**config.mk**
```make
export PLATFORM = sky130hd
export DESIGN_NAME = booth_ctrl
export DESIGN_NICKNAME = d
export VERILOG_FILES = /design/src/rtl/booth_pkg.sv /design/src/rtl/booth_ctrl.sv
export SDC_FILE = /design/constraint.sdc
export NUM_CORES = 1
export LEC_CHECK = 0
export ABC_AREA = 0
export ABC_CLOCK_PERIOD_IN_PS = 2170
export CAP_MARGIN = 20
export CORE_AREA = 5 5 42 44
export CTS_BUF_LIST = sky130_fd_sc_hd__clkbuf_4
export CTS_CLUSTER_DIAMETER = 40
export DETAILED_ROUTE_END_ITERATION = 7
export DIE_AREA = 0 0 47 49
export GPL_TIMING_DRIVEN = 1
export PLACE_DENSITY = 0.73
export REMOVE_ABC_BUFFERS = 1
export SETUP_SLACK_MARGIN = 0.1
export SYNTH_ARGS = -nofsm -noshare
export SYNTH_HDL_FRONTEND = slang
export SYNTH_SLANG_ARGS = --single-unit
```
**constraint.sdc**
```tcl
create_clock -name clk -period 2.17 [get_ports clk]
set_clock_uncertainty 0.2 [all_clocks]
set_input_delay 0.434 -clock clk [delete_from_list [all_inputs] [get_ports clk]]
set_output_delay 0.434 -clock clk [all_outputs]
set_load 0.05 [all_outputs]
```
**src/rtl/booth_pkg.sv**
```systemverilog
// Shared definitions for the radix-2 Booth multiplier: state encoding,
// iteration parameters and the state-to-control decode used by booth_ctrl.
package booth_pkg;

  localparam int unsigned N_ITER = 16;
  localparam int unsigned CNT_W  = 5;

  // 3'b111 is deliberately left unused; the controller recovers from it.
  typedef enum logic [2:0] {
    S_IDLE  = 3'd0,
    S_LOAD  = 3'd1,
    S_EVAL  = 3'd2,
    S_ADD   = 3'd3,
    S_SUB   = 3'd4,
    S_SHIFT = 3'd5,
    S_DONE  = 3'd6
  } state_e;

  typedef struct packed {
    logic ld_cnt;
    logic dec_cnt;
    logic ld_m;
    logic ld_q;
    logic clr_a;
    logic clr_qm1;
    logic ld_a;
    logic addsub;
    logic shift;
    logic busy;
    logic done;
  } ctrl_t;

  function automatic ctrl_t decode(input state_e s);
    ctrl_t c;
    c = '0;
    case (s)
      S_LOAD: begin
        c.ld_cnt  = 1'b1;
        c.ld_m    = 1'b1;
        c.ld_q    = 1'b1;
        c.clr_a   = 1'b1;
        c.clr_qm1 = 1'b1;
        c.busy    = 1'b1;
      end
      S_EVAL:  c.busy = 1'b1;
      S_ADD: begin
        c.ld_a   = 1'b1;
        c.addsub = 1'b1;
        c.busy   = 1'b1;
      end
      S_SUB: begin
        c.ld_a = 1'b1;
        c.busy = 1'b1;
      end
      S_SHIFT: begin
        c.shift   = 1'b1;
        c.dec_cnt = 1'b1;
        c.busy    = 1'b1;
      end
      S_DONE:  c.done = 1'b1;
      default: c = '0;
    endcase
    return c;
  endfunction

endpackage

```
**src/rtl/booth_ctrl.sv**
```systemverilog
// Booth multiplier sequencer: walks LOAD, then EVAL/ADD/SUB/SHIFT per bit
// pair, then DONE, driving the external counter and A/Q/M datapath.
module booth_ctrl #(
  parameter int unsigned N_ITER = booth_pkg::N_ITER,
  parameter int unsigned CNT_W  = booth_pkg::CNT_W
) (
  input  logic             clk,
  input  logic             rst_n,
  input  logic             start,
  input  logic             q0,
  input  logic             qm1,
  input  logic [CNT_W-1:0] cnt,
  output logic             ld_cnt,
  output logic             dec_cnt,
  output logic             ld_m,
  output logic             ld_q,
  output logic             clr_a,
  output logic             clr_qm1,
  output logic             ld_a,
  output logic             addsub,
  output logic             shift,
  output logic             busy,
  output logic             done
);

  import booth_pkg::*;

  if (N_ITER == 0 || N_ITER >= (1 << CNT_W)) begin : g_bad_cfg
    $error("booth_ctrl: N_ITER does not fit in CNT_W bits");
  end

  state_e state_q, state_d;
  ctrl_t  ctrl_q;

  always_comb begin
    state_d = S_IDLE;
    case (state_q)
      S_IDLE:  state_d = start ? S_LOAD : S_IDLE;
      S_LOAD:  state_d = S_EVAL;
      S_EVAL: begin
        if (cnt == '0)
          state_d = S_DONE;
        else begin
          case ({q0, qm1})
            2'b01:   state_d = S_ADD;
            2'b10:   state_d = S_SUB;
            default: state_d = S_SHIFT;
          endcase
        end
      end
      S_ADD:   state_d = S_SHIFT;
      S_SUB:   state_d = S_SHIFT;
      // cnt still holds the pre-decrement value here, so 1 marks the last pass.
      S_SHIFT: state_d = (cnt == CNT_W'(1)) ? S_DONE : S_EVAL;
      S_DONE:  state_d = S_IDLE;
      default: state_d = S_IDLE;
    endcase
  end

  // Outputs are registered as the decode of the next state, so they always
  // equal decode(state_q) without a combinational path from the state register.
  always_ff @(posedge clk or negedge rst_n) begin
    if (!rst_n) begin
      state_q <= S_IDLE;
      ctrl_q  <= '0;
    end else begin
      state_q <= state_d;
      ctrl_q  <= decode(state_d);
    end
  end

  assign ld_cnt  = ctrl_q.ld_cnt;
  assign dec_cnt = ctrl_q.dec_cnt;
  assign ld_m    = ctrl_q.ld_m;
  assign ld_q    = ctrl_q.ld_q;
  assign clr_a   = ctrl_q.clr_a;
  assign clr_qm1 = ctrl_q.clr_qm1;
  assign ld_a    = ctrl_q.ld_a;
  assign addsub  = ctrl_q.addsub;
  assign shift   = ctrl_q.shift;
  assign busy    = ctrl_q.busy;
  assign done    = ctrl_q.done;

endmodule

```
Word-level counts from Yosys, hierarchy flattened
Cells that the tools add are included.
{"block": "word_totals", "reg_bits": 13, "inputBits": 10, "out_inout_bits": 11, "elab_cells": 42}
{"block": "op_classes", "eq_ne": 14, "mux": 12, "n_reduce_logical": 5}
{"operator": "$eq A3 B3 Y1 const B", "count": 5}
{"operator": "$pmux W3 S5", "count": 1}
{"operator": "$eq A3 B2 Y1 const B", "count": 4}
{"operator": "$mux W1", "count": 7}
{"operator": "$eq A3 B1 Y1 const B", "count": 2}
{"operator": "$mux W3", "count": 2}
{"operator": "$pmux W3 S2", "count": 1}
{"operator": "$eq A5 B1 Y1 const B", "count": 1}
{"operator": "$logic_not A5 Y1", "count": 1}
{"operator": "$reduce_or A5 Y1", "count": 1}
{"operator": "$mux W4", "count": 1}
{"operator": "$reduce_or A2 Y1", "count": 2}
{"operator": "$logic_not A3 Y1", "count": 1}
{"operator": "$eq A2 B1 Y1 const B", "count": 1}
{"operator": "$eq A2 B2 Y1 const B", "count": 1}

Depth between registers and ports, before layout
Gate-level depths: netlist of run 1.
{"block": "depth", "ltp_word": 7, "depth_mapped": 5, "mapped_depth_nobuf": 5}

Worst setup path after synthesis of run 1
OpenSTA, ideal clock, no wires.
{"block": "synth_timing", "path_kind": "input to register", "startpoint": "input cnt[3]", "endpoint": "register ctrl_q (netlist bit busy)", "setup_ns": 0.131, "arrival_ns": 1.597, "required_ns": 1.839, "slack_ns": 0.242, "cell_stages": 5, "n_path_buf": 0, "cell_sequence": "or4_4 -> nand2b_4 -> a221oi_4 -> and2_2 -> a21oi_1"}
{"block": "synth_via", "elab_chain_len": 6, "elab_cells_between_ends": 12, "cone_classes": "6 x eq/ne; 4 x mux; 2 x reduce/logical"}
{"item": "from (decl)", "line": "booth_ctrl.sv:12", "text": "input logic [CNT_W-1:0] cnt,"}
{"item": "$logic_not A5 Y1 *", "line": "booth_ctrl.sv:41", "text": "if (cnt == '0)"}
{"item": "$mux W3 *", "line": "booth_ctrl.sv:41"}
{"item": "$pmux W3 S5 *", "line": "booth_ctrl.sv:37", "text": "case (state_q)"}
{"item": "via state_d[1]", "line": "booth_ctrl.sv:32", "text": "state_e state_q, state_d;"}
{"item": "$eq A3 B1 Y1, or another cell as far along", "line": "booth_pkg.sv:36", "text": "case (s)"}
{"item": "$reduce_or A5 Y1 (no source line) *"}
{"item": "$mux W1 *", "line": "booth_pkg.sv:36"}
{"item": "to (signal assigned)", "line": "booth_ctrl.sv:68", "text": "ctrl_q <= decode(state_d);"}
{"item": "to (decl)", "line": "booth_ctrl.sv:33", "text": "ctrl_t ctrl_q;"}
Mark *: on every way through the listed nets, which the timed path passes. The rest lies on a longest branch.

Worst setup path after layout of run 1
{"block": "layout_timing", "startpoint": "register ctrl_q (netlist bit ld_a)", "endpoint": "output ld_a"}
{"item": "to (decl)", "line": "booth_ctrl.sv:19", "text": "output logic ld_a,"}
No word-level cell between the ends.

==> results.toml, run 1 <==
[outcome]
status = "completed"

[synthesis]
ys_types = 19
yosys_most_used_dff = "dfrtp_1"
syn_area_per_cell_um2 = 10.9
synth.ff_latch_count = 9
synth_common_cells = "dfrtp_1, buf_4, nor2_1"
synthTopCellsByArea = "dfrtp_1, buf_4, a221oi_4"
synth_top_area_cell = "dfrtp_1"
syn_area_um2 = 458
yosysMostFrequentCell = "dfrtp_1"
ys_async_sr_fraction_pct = 100
ys.warnings.count = 0
synth_top_area_share_pct = 49.2
ys_seq_area_share_pct = 49.2
synth_edf_count = 0
synthCells = 42

[timing]
setup_viol = 0
hold_violations = 0
maxSlewHeadroom_pct = 66.8
clock.fmax_mhz = 493
holdWs_ps = 260
rsz0062_at_grt = "no"
layout_min_cycle_time_ps = 2030
fin_crit_sh_pct = 93.4
tightest_slew_ps = 498
final-max-slew-violation-count = 0

[grt]
grt_max_degree = 10
grt.total_usage_pct = 8.75
grt_pass1_vias = 351
antenna_found_initial = 0
grt_overflow = 0
grt_first_pass_wirelength_um = 1410

[placed_design]
io_buffers = 20
dp_hpwl_um = 696
finalWeightedCongestion = 0.738

[routing]
antenna_left = 0
vias_per_cell = 4.68
vias = 360
routed_wl_um = 893
drtIter0Drc = 1
first_pass_iters = 2
drc = 0
wl_per_cell_um = 11.6

[setup_path]
cp_num_buf_inv = 1
path_cells = "clkdlybuf4s50_1"
worstReg2RegStart = "state_q[1]"
r2r_cells = 5
arrival_ps = 1390
max_stage_delay_ps = 800
startpoint_type = "flop"
crit_slowest_cell = "clkdlybuf4s50_1"
reg2reg_slack_ps = 450
cp.required_ps = 1540
rr_endpoint = "ld_a"
worstSetupPathDepth = 1
worst-path-max-fanout = 1
crit_family = "buffers and inverters"
critical_path_class = "flop to output pin"
cp-end-kind = "output pin"

[power]
pwr_density_cell_nw_per_um2 = 1620
peakVddDrop_mv = 0.419
p_leak_uw = 0.000339

[cts]
cts_buffers = 3
cts_buffer_depth = 2
clkSlewWorstSetupHoldPaths_ps = 60
post_cts_buffers = 0
cts_tree = "built"
insertion_delay_ps = 260
cts_max_level = 1
clock_sinks = 9
cts_hold_buf = 0
cts_root_buf = "clkbuf_4"

[die]
core_area_um2 = 1400
dieArea_um2 = 2300
die_w_um = 47
floorplan.initialDensity_pct = 32.7
row_count = 14
die_h_um = 49
io_pins = 21

[finish]
layout-drive-gt1-share_pct = 26.2
nNetsFinal = 72
area_growth_pct = 45.9
antenna_cells = 0
utilization_pct = 47.7

[run]
maxCapViolCount = 0

[worst_hold_path]
hold_class = "input port to async pin"
==> where the power goes <==
| group | internal, uW | switching, uW | total (uW) |
|---|---|---|---|
| logic | 229 | 418 | 646 |
| registers | 235 | 60.4 | 295 |
| clock network | 83.4 | 59.1 | 142 |
==> worst max-delay path by stage <==
| stage | to | start | slack (ps) |
|---|---|---|---|
| 2_1_floorplan | clr_a | ld_cnt | -240 |
| 3_3_place_gp | busy | cnt[3] | -220 |
| 3_5_place_dp | busy | cnt[3] | -250 |
| 4_1_cts | ld_a | cnt[3] | 110 |
| 5_1_grt | ld_a | cnt[1] | 100 |
| 6_report | ld_a | ld_a | 140 |
==> cells by family (layout without fill, tap and decap cells) <==
group | Yosys count | in the layout | synth area share [%]
AO/OA/AOI/OAI | 8 | 8 | 15.3
buffers and inverters | 8 | 27 | 10.7
flip-flops | 9 | 9 | 49.2
multiplexers | 1 | 1 | 2.19
AND/OR/NAND/NOR | 16 | 16 | 22.7
==> state kept, by name, indices dropped and copies added (netlist names) <==
| register | count |
|---|---|
| addsub | 1 |
| ld_cnt | 1 |
| busy | 1 |
| done | 1 |
| shift | 1 |
| state_q | 3 |
| ld_a | 1 |
==> placed cells by master, fill, tap and decap left out, types with 2 or more instances in the layout <==
cell,count
dlymetal6s2s_1,2
dlygate4sd2_1,4
nor2b_1,2
clkdlybuf4s50_1,9
a21oi_1,2
o21ai_0,2
dfrtp_1,9
buf_4,5
nand2b_4,2
nand2b_1,2
nor2_1,5
clkbuf_4,4
inv_1,3
==> repair_timing <==
action                                  4_1_cts  5_1_grt
cloned                                        0        0
endpoints found under the setup margin        4        5
resized for setup                             6        3
pin swaps                                     2        2
==> per-stage QoR <==
step           total power [uW]  cell area, um2  TNS (ps)  std cells  setup WS (ps)
2_1_floorplan               731             420     -1200         37           -240
3_3_place_gp                916             628      -965         73           -222
3_5_place_dp                928             628     -1110         73           -248
4_1_cts                    1090             662         0         77            106
5_1_grt                    1140             668         0         77            104
6_report                   1080             668         0         77            143
==> area by class of cell <==
| type | count | area [um2] |
|---|---|---|
| fillers | 154 | 733 |
| well taps | 16 | 20.0 |
| clock buffers | 4 | 30.0 |
| inverters | 3 | 11.3 |
| flip-flops and latches | 9 | 225 |
| repair buffers | 20 | 188 |
| multi-input cells | 25 | 194 |
==> layer usage <==
metal  track usage, %  routed length, um
met5                0                  0
met4             9.68                 29
met3             1.48                 95
met2             12.9                414
met1             9.30                354
Note: power is estimated with default switching activity, not from simulation.
==> inputs of run 2 (changes only) <==
--- a/config.mk
+++ b/config.mk
@@ -14,7 +14,7 @@
 export DETAILED_ROUTE_END_ITERATION = 7
 export DIE_AREA = 0 0 47 49
 export GPL_TIMING_DRIVEN = 1
-export PLACE_DENSITY = 0.73
+export PLACE_DENSITY = 0.67
 export REMOVE_ABC_BUFFERS = 1
 export SETUP_SLACK_MARGIN = 0.1
 export SYNTH_ARGS = -nofsm -noshare
==> run 2 against run 1 <==
Net effect:
- register-to-register slack lost 40 ps
- worst hold slack improved by 2.4 ps
- global-route usage shrank 0.13 points
- setup slack improved by 23 ps
- combinational power barely moved
- largest cell class unchanged
==> results.toml, run 2 (synthesis results as in run 1) <==
[outcome]
status = "completed"

[finish]
finalNonFillerCells = 77
nNetsFinal = 72
area_growth_pct = 45.6
layout-drive-gt1-share_pct = 26.2
antenna_cells = 0
mostFrequentLayoutCells = "dfrtp_1, clkdlybuf4s50_1, nor2_1, buf_4"
regMostFlops = "state_q"
fillerInstances = 143
utilization_pct = 47.6
largest_register_ffs = 3

[setup_path]
rr_endpoint = "busy"
path_cells = "dlygate4sd2_1, or4_4, nand2b_4, a221oi_4, nand2b_4, mux2i_1"
max_stage_delay_ps = 550
worst-path-max-fanout = 5
crit_slowest_cell = "or4_4"
cp-end-kind = "flop"
critical_path_class = "input port to flop"
r2r_cells = 5
cp.required_ps = 2090
cp_common_cell = "nand2b_4"
crit_family = "simple AND/OR/NAND/NOR gates"
worstReg2RegStart = "state_q[0]"
cp_num_buf_inv = 1
reg2reg_slack_ps = 410
startpoint_type = "input port"
arrival_ps = 1930

[cts]
post_cts_buffers = 0
cts_tree = "built"
clock_sinks = 9
cts_buffer_depth = 2
cts_root_buf = "clkbuf_4"
cts_max_level = 1
insertion_delay_ps = 250
clkSlewWorstSetupHoldPaths_ps = 60
cts_hold_buf = 0
cts_buffers = 3

[die]
core_area_um2 = 1400
io_pins = 21
die_h_um = 49
row_count = 14
dieArea_um2 = 2300
floorplan.initialDensity_pct = 32.7
die_w_um = 47

[grt]
grt_max_degree = 10
grt_first_pass_wirelength_um = 1410
grt_pass1_vias = 358
antenna_found_initial = 0
grt.total_usage_pct = 8.62
grt_overflow = 0

[power]
p_leak_uw = 0.000344
peakVddDrop_mv = 0.731
pwr_density_cell_nw_per_um2 = 1600

[timing]
hold_violations = 0
maxSlewHeadroom_pct = 66.5
rsz0062_at_grt = "yes"
clock.fmax_mhz = 499
fin_crit_sh_pct = 92.4
layout_min_cycle_time_ps = 2000
final-max-slew-violation-count = 0
tightest_slew_ps = 502
setup_viol = 0
setup_tns_ps = 0

[routing]
antenna_left = 0
vias_per_cell = 4.71
wl_per_cell_um = 11.3
first_pass_iters = 2
vias = 363
drc = 0
drtIter0Drc = 4
routed_wl_um = 868

[placed_design]
finalWeightedCongestion = 0.653
dp_hpwl_um = 707
io_buffers = 20
placedCellCount = 73

[run]
maxCapViolCount = 0

[worst_hold_path]
hold_class = "input port to async pin"
## run 2: worst register-to-register path, delay by kind of cell (launching register included)
kind	cells	cell delay, ps
AND/OR/NAND/NOR	2	450
AO/OA/AOI/OAI	3	580
flip-flops	1	470
## run 2: worst max-delay path by stage
stage                 from  endpoint  slack, ps  depth (start not counted)
floorplan           ld_cnt     clr_a       -240                          0
global placement    cnt[3]      busy       -230                          6
detailed placement  cnt[3]      ld_a       -260                          6
global route        cnt[1]      ld_a        100                          6
CTS                 cnt[1]      ld_a        130                          6
finish              cnt[1]      ld_a        170                          6
## run 2: power breakdown
| group | total [uW] | switching (uW) | internal (uW) |
|---|---|---|---|
| Sequential | 291 | 55.9 | 235 |
| Combinational | 643 | 414 | 229 |
| Clock | 135 | 52.4 | 83.0 |
## run 2: metal layers
metal  global-route usage [%]  up-vias  routed length [um]
li1                         -      175                   -
met1                     8.20      172                 289
met2                     14.5       16                 466
met3                     6.64        0                 112
met4                     1.38        0                   0
met5                        0        -                   0
## run 2: what timing repair did
item / 4_1_cts / 5_1_grt
setup endpoints to repair: 4 / 4
cloned: 0 / 0
gates resized for setup: 5 / 3
pin swaps: 2 / 1
## run 2: layout make-up
type                    instances  area [um2]  share of cell area, %
clock buffers                   4        30.0                   4.50
inverters                       3        11.3                   1.69
multi-input cells              25         193                   28.9
flip-flops and latches          9         225                   33.8
well taps                      16        20.0                   3.00
repair buffers                 20         188                   28.1
## run 2: through the flow
| stage | hold WS, ps | setup WS, ps | total power, uW | cell area, um2 |
|---|---|---|---|---|
| 2_1_floorplan | -61.6 | -240 | 731 | 420 |
| 3_3_place_gp | 277 | -233 | 919 | 628 |
| 6_report | 263 | 166 | 1070 | 667 |
| 4_1_cts | 272 | 128 | 1080 | 661 |
| 3_5_place_dp | 271 | -261 | 925 | 628 |
| 5_1_grt | 285 | 95.3 | 1140 | 667 |
==> inputs of run 3 (changes only) <==
--- a/config.mk
+++ b/config.mk
@@ -7,7 +7,6 @@
 export LEC_CHECK = 0
 export ABC_AREA = 0
 export ABC_CLOCK_PERIOD_IN_PS = 2170
-export CAP_MARGIN = 20
 export CORE_AREA = 5 5 42 44
 export CTS_BUF_LIST = sky130_fd_sc_hd__clkbuf_4
 export CTS_CLUSTER_DIAMETER = 40
@@ -16,7 +15,7 @@
 export GPL_TIMING_DRIVEN = 1
 export PLACE_DENSITY = 0.67
 export REMOVE_ABC_BUFFERS = 1
-export SETUP_SLACK_MARGIN = 0.1
+export SETUP_SLACK_MARGIN = 0.15
 export SYNTH_ARGS = -nofsm -noshare
 export SYNTH_HDL_FRONTEND = slang
 export SYNTH_SLANG_ARGS = --single-unit
==> run 3 against run 2 <==
Net effect:
- critical path depth is the same
- sequential share of layout area shrank 1.2 points
- final cell count increased by 1.3%
- count of clock-buffer cells in the layout is the same
- core utilization increased by 1.8 points
- first-iteration DRC count unchanged
==> results.toml, run 3 (synthesis results as in run 1) <==
[setup_path]
rr_endpoint = "ld_a"
path_cells = "dlygate4sd2_1, or4_4, nand2b_4, a221oi_4, nand2b_4, mux2i_1"
reg2reg_slack_ps = 420
critPathCapture = "ld_a"
cp_common_cell = "nand2b_4"
cp-end-kind = "flop"
r2r_cells = 5
worstSetupPathDepth = 6
crit_family = "simple AND/OR/NAND/NOR gates"
critPathLaunch = "cnt[2]"
worst-path-max-fanout = 5
worstReg2RegStart = "state_q[1]"
startpoint_type = "input port"
arrival_ps = 1920
critical_path_class = "input port to flop"
max_stage_delay_ps = 530
cp.required_ps = 2100
cp_num_buf_inv = 1
crit_slowest_cell = "or4_4"

[die]
floorplan.initialDensity_pct = 32.7
die_h_um = 49
dieArea_um2 = 2300
io_pins = 21
row_count = 14
die_w_um = 47
core_area_um2 = 1400

[finish]
fillerInstances = 143
ff_latch_area_um2 = 225
antenna_cells = 0
layout-drive-gt1-share_pct = 29.0
area_growth_pct = 51.1
mostFrequentLayoutCells = "dfrtp_1, buf_4, nor2_1, clkdlybuf4s50_1, dlygate4sd2_1"
layout_commonest_cell = "dfrtp_1"
regMostFlops = "state_q"
multiInputGateArea_um2 = 206
largest_register_ffs = 3
nNetsFinal = 73

[grt]
grt_max_degree = 10
met3_usage_pct = 6.64
antenna_found_initial = 0
grt_first_pass_wirelength_um = 1410
met1_usage_pct = 8.20
use_met2_pct = 14.5
grt_pass1_vias = 358
grt.total_usage_pct = 8.62
busiest_layer = "met2"
grt_overflow = 0

[placed_design]
io_buffers = 20
dp_hpwl_um = 707
post-place-ws_ps = -261
finalWeightedCongestion = 0.653

[cts]
cts_tree = "built"
cts_buffer_depth = 2
insertion_delay_ps = 250
cts_max_level = 1
cts_hold_buf = 0
cts_buffers = 3
clock_sinks = 9
cts_root_buf = "clkbuf_4"
clkSlewWorstSetupHoldPaths_ps = 60

[timing]
hold_violations = 0
setup_tns_ps = 0
fin_ws_ps = 176
layout_min_cycle_time_ps = 1990
clock.fmax_mhz = 501
maxSlewHeadroom_pct = 66.3
setup_viol = 0
rsz0062_at_grt = "yes"
final-max-slew-violation-count = 0
tightest_slew_ps = 504
fin_crit_sh_pct = 91.9

[run]
maxCapViolCount = 0

[routing]
drc = 0
antenna_left = 0
vias_per_cell = 4.77
vias = 372
routed_wl_um = 899
wl_per_cell_um = 11.5
first_pass_iters = 2
drtIter0Drc = 4

[worst_hold_path]
hold_class = "input port to async pin"

[power]
p_leak_uw = 0.000383
pwr_density_cell_nw_per_um2 = 1580
peakVddDrop_mv = 0.768

[outcome]
status = "completed"
[run 3: per-stage QoR]
stage               instance area [um2]  hold WS, ps  instances  utilization (%)  total power [uW]
global placement                    628          277         73             44.8               919
floorplan                           420        -61.6         37                -               731
finish                              692          263         78             49.4              1090
detailed placement                  628          271         73             44.8               925
global route                        692          285         78             49.4              1170
CTS                                 659          272         77             47.1              1070
[run 3: worst min path at each step]
stage / startpoint / to / slack, ps / cells past startpoint
6_report: rst_n / shift / 260 / 1
4_1_cts: rst_n / shift / 270 / 1
5_1_grt: rst_n / ld_cnt / 280 / 1
3_3_place_gp: state_q[2] / ld_cnt / 280 / 1
3_5_place_dp: state_q[2] / ld_cnt / 270 / 1
2_1_floorplan: rst_n / addsub / -60 / 0
[run 3: timing repair]
action | CTS | global route
setup endpoints to repair | 7 | 8
buffers inserted | 0 | 1
pin swaps | 2 | 1
gates resized for setup | 8 | 8
[run 3: area by class of cell]
class                           instances  area share (%)
Tap cell                               16            2.89
Timing Repair Buffer                   21            28.8
Clock buffer                            4            4.34
Multi-Input combinational cell         25            29.8
Inverter                                3            1.63
Sequential cell                         9            32.5
[run 3: power by group]
part	total (uW)	internal (uW)	switching (uW)	leakage (uW)
registers	291	235	56.4	0.000116
logic	668	240	428	0.000248
clock network	135	82.9	52.2	0.0000184
[run 3: worst reg2reg max path, cell delays in order (launching register included)]
cell      delay [ps]
dfrtp_1          440
nor2b_1          330
nor2_1           120
a221oi_4         280
nand2b_4         200
mux2i_1           60
[run 3: metal layers]
| layer | routed length [um] | share of wire [%] |
|---|---|---|
| met1 | 294 | 33 |
| met3 | 116 | 13 |
| met4 | 0 | 0 |
| met5 | 0 | 0 |
| met2 | 488 | 54 |
